[config.mk]
export PLATFORM = sky130hd
export DESIGN_NAME = multi_queue_bank
export DESIGN_NICKNAME = d
export VERILOG_FILES = /design/src/rtl/multi_queue_bank.sv
export SDC_FILE = /design/constraint.sdc
export NUM_CORES = 1
export LEC_CHECK = 0
export ABC_AREA = 0
export BUFFER_PORTS_ARGS = -buffer_cell sky130_fd_sc_hd__buf_4
export CELL_PAD_IN_SITES_DETAIL_PLACEMENT = 1
export CELL_PAD_IN_SITES_GLOBAL_PLACEMENT = 1
export CORE_MARGIN = 1
export CORE_UTILIZATION = 41
export DETAILED_ROUTE_END_ITERATION = 12
export GPL_TIMING_DRIVEN = 1
export HOLD_SLACK_MARGIN = 0.02
export PLACE_DENSITY_LB_ADDON = 0.08
export SLEW_MARGIN = 10
export SYNTH_ARGS = -nofsm -noshare
export SYNTH_HDL_FRONTEND = slang
export SYNTH_SLANG_ARGS = --single-unit
[constraint.sdc]
create_clock -name clock -period 4.2 [get_ports clock]
set_input_delay 0.21 -clock clock [delete_from_list [all_inputs] [get_ports clock]]
set_output_delay 0.21 -clock clock [all_outputs]
set_load 0.01 [all_outputs]
[src/rtl/multi_queue_bank.sv]
// multi_queue_bank: NB_QUEUES independent FIFO queues behind one shared push
// port, each with its own pop strobe and a first-word-fall-through head.
// Every queue tracks its occupancy, flags overflow/underflow stickily and
// drives a kill_the_core throttle with high/low-threshold hysteresis.
module multi_queue_bank #(
    parameter int DATA_SIZE     = 8,
    parameter int QUEUE_LENGTH  = 4,
    parameter int NB_QUEUES     = 4,
    parameter int REGISTER_SIZE = 32,
    localparam int QW = (NB_QUEUES > 1) ? $clog2(NB_QUEUES) : 1,
    localparam int PW = (QUEUE_LENGTH > 1) ? $clog2(QUEUE_LENGTH) : 1,
    localparam int CW = $clog2(QUEUE_LENGTH + 1)
) (
    input  logic                               clock,
    input  logic                               reset,
    input  logic [NB_QUEUES*REGISTER_SIZE-1:0] higher_threshold,
    input  logic [NB_QUEUES*REGISTER_SIZE-1:0] lower_threshold,
    input  logic [DATA_SIZE-1:0]               valueIn,
    input  logic                               valueInValid,
    input  logic [QW-1:0]                      valueInId,
    input  logic [NB_QUEUES-1:0]               consumed,
    output logic [NB_QUEUES*DATA_SIZE-1:0]     valueOut,
    output logic [NB_QUEUES-1:0]               empty,
    output logic [NB_QUEUES-1:0]               full,
    output logic [NB_QUEUES*CW-1:0]            occupancy,
    output logic [NB_QUEUES-1:0]               kill_the_core,
    output logic [NB_QUEUES-1:0]               overflow,
    output logic [NB_QUEUES-1:0]               underflow
);

    generate
        for (genvar gi = 0; gi < NB_QUEUES; gi++) begin : g_queue
            logic [DATA_SIZE-1:0]     mem [QUEUE_LENGTH];
            logic [PW-1:0]            head_reg;
            logic [PW-1:0]            tail_reg;
            logic [PW-1:0]            head_next;
            logic [PW-1:0]            tail_next;
            logic [CW-1:0]            occ_reg;
            logic [CW-1:0]            occ_next;
            logic                     empty_reg;
            logic                     full_reg;
            logic                     kill_reg;
            logic                     overflow_reg;
            logic                     underflow_reg;
            logic                     push_req;
            logic                     push_ok;
            logic                     pop_ok;
            logic [REGISTER_SIZE-1:0] high_lvl;
            logic [REGISTER_SIZE-1:0] low_lvl;
            logic [REGISTER_SIZE-1:0] occ_ext;

            // Ids at or above NB_QUEUES match no queue, so such pushes vanish.
            assign push_req = valueInValid && (valueInId == QW'(gi));
            assign pop_ok   = consumed[gi] && !empty_reg;
            // A full queue still accepts a push when the same cycle frees a slot.
            assign push_ok  = push_req && (!full_reg || pop_ok);

            assign high_lvl = higher_threshold[gi*REGISTER_SIZE +: REGISTER_SIZE];
            assign low_lvl  = lower_threshold[gi*REGISTER_SIZE +: REGISTER_SIZE];
            assign occ_ext  = REGISTER_SIZE'(occ_reg);

            // Pointer wrap and next occupancy; explicit wrap keeps odd lengths correct.
            always_comb begin
                head_next = (head_reg == PW'(QUEUE_LENGTH - 1)) ? '0 : head_reg + PW'(1);
                tail_next = (tail_reg == PW'(QUEUE_LENGTH - 1)) ? '0 : tail_reg + PW'(1);
                occ_next  = occ_reg + CW'(push_ok) - CW'(pop_ok);
            end

            // Entry storage: written on an accepted push, never cleared.
            always_ff @(posedge clock) begin
                if (push_ok) begin
                    mem[tail_reg] <= valueIn;
                end
            end

            // Pointers, status, sticky error flags and the throttle hysteresis.
            always_ff @(posedge clock) begin
                if (!reset) begin
                    head_reg      <= '0;
                    tail_reg      <= '0;
                    occ_reg       <= '0;
                    empty_reg     <= 1'b1;
                    full_reg      <= 1'b0;
                    kill_reg      <= 1'b0;
                    overflow_reg  <= 1'b0;
                    underflow_reg <= 1'b0;
                end else begin
                    if (push_ok) begin
                        tail_reg <= tail_next;
                    end
                    if (pop_ok) begin
                        head_reg <= head_next;
                    end
                    occ_reg   <= occ_next;
                    empty_reg <= (occ_next == '0);
                    full_reg  <= (occ_next == CW'(QUEUE_LENGTH));
                    if (push_req && !push_ok) begin
                        overflow_reg <= 1'b1;
                    end
                    if (consumed[gi] && empty_reg) begin
                        underflow_reg <= 1'b1;
                    end
                    // Throttle looks at the occupancy held before this edge.
                    if (high_lvl == '0) begin
                        kill_reg <= 1'b0;
                    end else if (!kill_reg && (occ_ext >= high_lvl)) begin
                        kill_reg <= 1'b1;
                    end else if (kill_reg && (occ_ext <= low_lvl)) begin
                        kill_reg <= 1'b0;
                    end
                end
            end

            assign valueOut[gi*DATA_SIZE +: DATA_SIZE] = mem[head_reg];
            assign occupancy[gi*CW +: CW]              = occ_reg;
            assign empty[gi]                           = empty_reg;
            assign full[gi]                            = full_reg;
            assign kill_the_core[gi]                   = kill_reg;
            assign overflow[gi]                        = overflow_reg;
            assign underflow[gi]                       = underflow_reg;
        end
    endgenerate

endmodule
; ---- Word-level counts from Yosys, hierarchy flattened
; Memories as Yosys holds them, arrays and structs flattened. A register that Yosys moved wholly into a read port is not among the register bits.
; Index checks and enable logic that the tools add are counted.
[word_totals]
reg_bits = 48
latch_bits = 0
mem_bits_rw = 128
romBits = 0
inputBits = 273
output_inout_bits = 64
word_cells = 173
memories = 4
[mem_list]
columns = memory, depth, word_bits, read_ports, rd_clocked_by_memory_dff, wr, line
row1 = g_queue[0].mem, 4, 8, 1, 1, 1, 33  ; logic [DATA_SIZE-1:0] mem [QUEUE_LENGTH];
row2 = g_queue[1].mem, 4, 8, 1, 1, 1, 33
row3 = g_queue[2].mem, 4, 8, 1, 1, 1, 33
row4 = g_queue[3].mem, 4, 8, 1, 1, 1, 33
[op_classes]
n_addsub = 16
n_mul = 0
n_div = 0
n_lt_le_gt_ge = 8
n_eq_ne = 15
shift = 0
n_mux = 32
n_bitwise = 1
reduce_logical = 65
[op_table]
columns = operator, n
row1 = 3-bit by 32-bit >= comparator with 1-bit output, 4
row2 = 3-bit by 32-bit <= comparator with 1-bit output, 4
row3 = 32-bit logical NOT, 4
row4 = 2-bit 2-to-1 mux, 16
row5 = 1-bit logical AND, 28
row6 = "2-bit equality test, second input constant", 10
row7 = "2-bit by 1-bit adder with 2-bit output, second input constant", 8
row8 = 1-bit logical NOT, 16
row9 = 1-bit 2-to-1 mux, 16
row10 = 3-bit by 1-bit adder with 3-bit output, 4
row11 = "3-bit equality test, second input constant", 4
row12 = 3-bit logical NOT, 4
row13 = 3-bit by 1-bit subtractor with 3-bit output, 4
row14 = 2-bit nonzero test, 4
row15 = 2-bit OR reduction, 4
row16 = 1-bit logical OR, 4
row17 = "2-bit by 1-bit equality test with 1-bit output, second input constant", 1
row18 = 2-bit logical NOT, 1
row19 = 1-bit inverter, 1

; ---- Logic depth before layout (Yosys ltp)
[logic_depth]
word_depth = 7
ltp_mapped = 11
mapped_depth_nobuf = 11

; ---- Worst setup path before layout
; Ideal clock, no wire load.
[synth_timing]
path_kind = register -> register
startpoint = register g_queue[1].empty_reg
endpoint = register g_queue[1].full_reg
setup_time_ps = 80
arrival_time_ps = 2661
required_ps = 4120
slack_ps = 1459
stages_incl_launch_ff = 12
path_buffers = 0
period_less_slack_ps = 2741
cell_sequence = dfxtp_1 nand2b_1 a211oi_1 inv_1 ha_1 inv_1 ha_1 fa_1 xnor2_1 xnor2_1 and2_1 nor3b_1
[synth_between]
elab_chain_cells = 7
[synth_rtl]
columns = element, line
row1 = "start, declared", 40  ; logic empty_reg;
row2 = "start signal, assigned", 95  ; empty_reg <= (occ_next == '0);
row3 = 1-bit logical NOT (*), 54  ; assign pop_ok = consumed[gi] && !empty_reg;
row4 = 1-bit logical AND (*), 54
row5 = 1-bit logical OR, 56  ; assign push_ok = push_req && (!full_reg || pop_ok);
row6 = 1-bit logical AND, 56
row7 = 3-bit by 1-bit adder with 3-bit output, 66  ; occ_next = occ_reg + CW'(push_ok) - CW'(pop_ok);
row8 = 3-bit by 1-bit subtractor with 3-bit output (*), 66
row9 = 3-bit equality test (*), 96  ; full_reg <= (occ_next == CW'(QUEUE_LENGTH));
row10 = "end signal, assigned", 96
row11 = "end, declared", 41  ; logic full_reg;
; Mark *: on every way between the ends. The rest lies on a longest branch, timed or not.
; A chain may end at the register's enable or synchronous reset.

; ---- Worst setup path after layout
; Ends and elaborated chain as after synthesis.

==> insert_results.sql <==
INSERT INTO impl_metrics (metric_group, metric, value, unit) VALUES
('outcome', 'status', 'finished, final reports clean', ''),
('power', 'worst_ir_drop_vdd', '0.234', 'mV'),
('detailed_routing', 'routed-via-count', '6395', ''),
('clock_tree', 'worst_skew_pair.late_latency', '0.44', 'ns'),
('setup_path', 'worstSetupPathType', 'reg2reg', ''),
('synthesis', 'synth-seq-cells', '184', ''),
('clock_tree', 'clk_transition_reported_paths', '0.08', 'ns'),
('power', 'total_switching_power', '1540', 'uW'),
('floorplanning', 'initial_standard_cell_utilization_of_the_core', '42.4', '%'),
('timing', 'timing_worst_slew_pin_value', '1.16', 'ns'),
('synthesis', 'synthFlopType', 'edfxtp_1', ''),
('cells_and_area', 'area_delta_synth_final', '39.1', '%'),
('setup_path', 'crit_chain', 'nand2b_1, a211oi_1, inv_1, ha_1, inv_1, ha_1, fa_1, xnor2_1, xnor2_1, and2_1, nor3b_1', ''),
('synthesis', 'synth_top_area_cell', 'edfxtp_1', ''),
('synthesis', 'average_footprint_of_a_synthesized_cell', '13.9', 'um^2'),
('grt', 'grt_start_max_net_pins', '45', ''),
('setup_path', 'timing.critical_path.to_type', 'flop', ''),
('synthesis', 'synthDominantCellAreaShare', '45.9', '%'),
('power', 'pwr-share-clk', '32.1', '%'),
('clock_tree', 'cts_tree', 'built', ''),
('setup_path', 'cp-start-kind', 'flop', ''),
('power', 'cellInternalPower', '3630', 'uW'),
('setup_path', 'max_stage_delay', '0.87', 'ns'),
('setup_path', 'timing.critical_path.slowest_stage_cell', 'a211oi_1', ''),
('synthesis', 'ys_top_cells_by_count', '128 x edfxtp_1, 56 x dfxtp_1, 52 x ha_1', ''),
('synthesis', 'synth.most_common_cell', 'edfxtp_1', ''),
('clock_tree', 'number_of_hold_buffers_added_after_cts', '0', ''),
('power', 'tot_pwr', '5180', 'uW'),
('timing', 'fmax', '0.305', 'GHz'),
('power', 'power.switching_fraction', '29.8', '%'),
('detailed_routing', 'initialDrtViolationCount', '227', ''),
('cells_and_area', 'ff_latch_area', '4960', 'um^2'),
('power', 'seqPwrFrac', '43.0', '%'),
('timing', 'whs', '0.0375', 'ns'),
('floorplanning', 'die-height', '145', 'um'),
('synthesis', 'netlist_area', '8380', 'um^2'),
('synthesis', 'synth_fp_nets', '934', ''),
('placement', 'gp_routability_congestion', '0.980', ''),
('timing', 'setup-violations-final', '0', ''),
('synthesis', 'synth_area_leaders', 'edfxtp_1 46%, dfxtp_1 13%, mux4_2 8.6%, ha_1 7.8%, nor4_1 3.3%', ''),
('synthesis', 'synth_async_reset_ratio', '0', '%'),
('clock_tree', 'cts.root.buffer_cell', 'clkbuf_16', ''),
('clock_tree', 'maximum_buffer_depth_of_the_clock_tree', '2', ''),
('power', 'share_comb_of_total_power', '24.8', '%'),
('timing', 'finalCriticalPeriod', '3.27', 'ns'),
('grt', 'grt_pass1_vias', '7202', ''),
('timing', 'postLayoutSetupSlackWorst', '0.926', 'ns'),
('grt', 'number_of_antenna_violations_at_the_first_check_in_global_routing', '0', ''),
('grt', 'grt_use_total', '27.8', '%'),
('floorplanning', 'core_area', '19800', 'um^2'),
('floorplanning', 'fp.dieArea', '21000', 'um^2'),
('grt', 'grt_pass1_wl', '43100', 'um'),
('setup_path', 'critPathBufInv', '2', ''),
('setup_path', 'ff2ff_setup_slack', '0.93', 'ns'),
('detailed_routing', 'wl_per_cell', '23.5', 'um'),
('cells_and_area', 'drive_gt1_share', '43.0', '%'),
('floorplanning', 'dieWidth', '145', 'um'),
('setup_path', 'timing.critical_path.fanout_max', '9', ''),
('timing', 'slew_viol_final', '0', ''),
('placement', 'hpwlAfterDp', '22000', 'um'),
('setup_path', 'cp_top_family', 'compound AO/OA/AOI/OAI gates', ''),
('detailed_routing', 'wirelength', '28300', 'um'),
('clock_tree', 'post-cts-setup-buffer-count', '0', ''),
('synthesis', 'syn-instance-count', '605', ''),
('clock_tree', 'number_of_resized_instances_in_the_post_cts_repair_step', '0', ''),
('timing', 'final.setup.tns', '0', 'ns'),
('min_path', 'hold_path_class', 'in2reg', ''),
('clock_tree', 'cts-buffers-inserted', '17', ''),
('detailed_routing', 'routed_via_density', '5.31', ''),
('timing', 'rsz0062_at_grt', 'no', ''),
('synthesis', 'count_of_flip_flops_with_a_built_in_enable_after_synthesis', '128', '');
==> tightest hold or removal path: cells and delay by family <==
kind	cells	cell delay, ns
AND/OR/NAND/NOR	1	0.10
buffers and inverters	1	0.08
AO/OA/AOI/OAI	1	0.05
==> power by group through the flow <==
stage	Combinational, uW	Clock, uW	Sequential, uW
after global routing	1400	1750	2250
after CTS	1310	1690	2230
after detailed placement	1290	0	2270
after global placement	1210	0	2260
final	1280	1660	2230
after floorplan	725	0	2200
==> cell type report <==
type,count,area share [%]
clock inverter,15,1.66
clock buffer,17,3.65
multi-input combinational,340,26.1
sequential,184,42.6
tap,265,2.84
timing repair buffer,336,21.6
inverter,48,1.55
==> metal layers <==
metal  track usage, %  part of all wire (%)  wire length (um)  up-vias
met5                0                     0                 0        -
met3             4.75                   4.0              1120       20
li1                 -                     -                 -     2931
met1             31.7                    39             10900     3239
met4             5.96                   1.1               303        0
met2             53.4                    56             16000      205
==> cell usage in the layout, fill, tap and decap left out, types with 6 or more instances in the layout <==
cell,instances
buf_4,336
ha_1,52
xnor2_1,6
nand2_1,11
nand4_1,8
or4_1,16
dfxtp_1,56
nor2_1,14
nor3_1,10
nand2b_1,9
nor4_1,44
inv_1,48
a21oi_1,25
and2_1,26
mux4_2,32
o21a_1,7
clkbuf_16,17
inv_8,8
nor2b_1,26
edfxtp_1,128
==> cell families after synthesis <==
family	after synthesis	share of synthesized area [%]
adders and majority gates	56	8.72
xor gates and xnor gates	8	0.836
AOI/OAI and AO/OA	53	4.00
buffers and inverters	81	4.52
and+or+nand+nor	187	13.6
DFF	184	59.2
muxes	36	9.08
==> final timing paths <==
path                                                           start                               endpoint  depth (start not counted)
worst min-delay path                                     consumed[1]  g_queue[1].underflow_reg$_SDFFE_PN0P_                          3
worst min register to register  g_queue[3].overflow_reg$_SDFFE_PN0P_   g_queue[3].overflow_reg$_SDFFE_PN0P_                          1
worst max-delay path                 g_queue[1].empty_reg$_SDFF_PN1_         g_queue[1].full_reg$_SDFF_PN0_                         11
worst max register to register       g_queue[1].empty_reg$_SDFF_PN1_         g_queue[1].full_reg$_SDFF_PN0_                         11
==> metrics by stage <==
step           area (um^2)  instances  utilization [%]
6_report             11700       1205             58.9
3_3_place_gp         11000       1173             55.8
3_5_place_dp         11000       1173             55.8
2_1_floorplan         8380        605                -
4_1_cts              11700       1205             58.9
5_1_grt              11700       1205             58.9
Power figures use the tool's default switching activity.
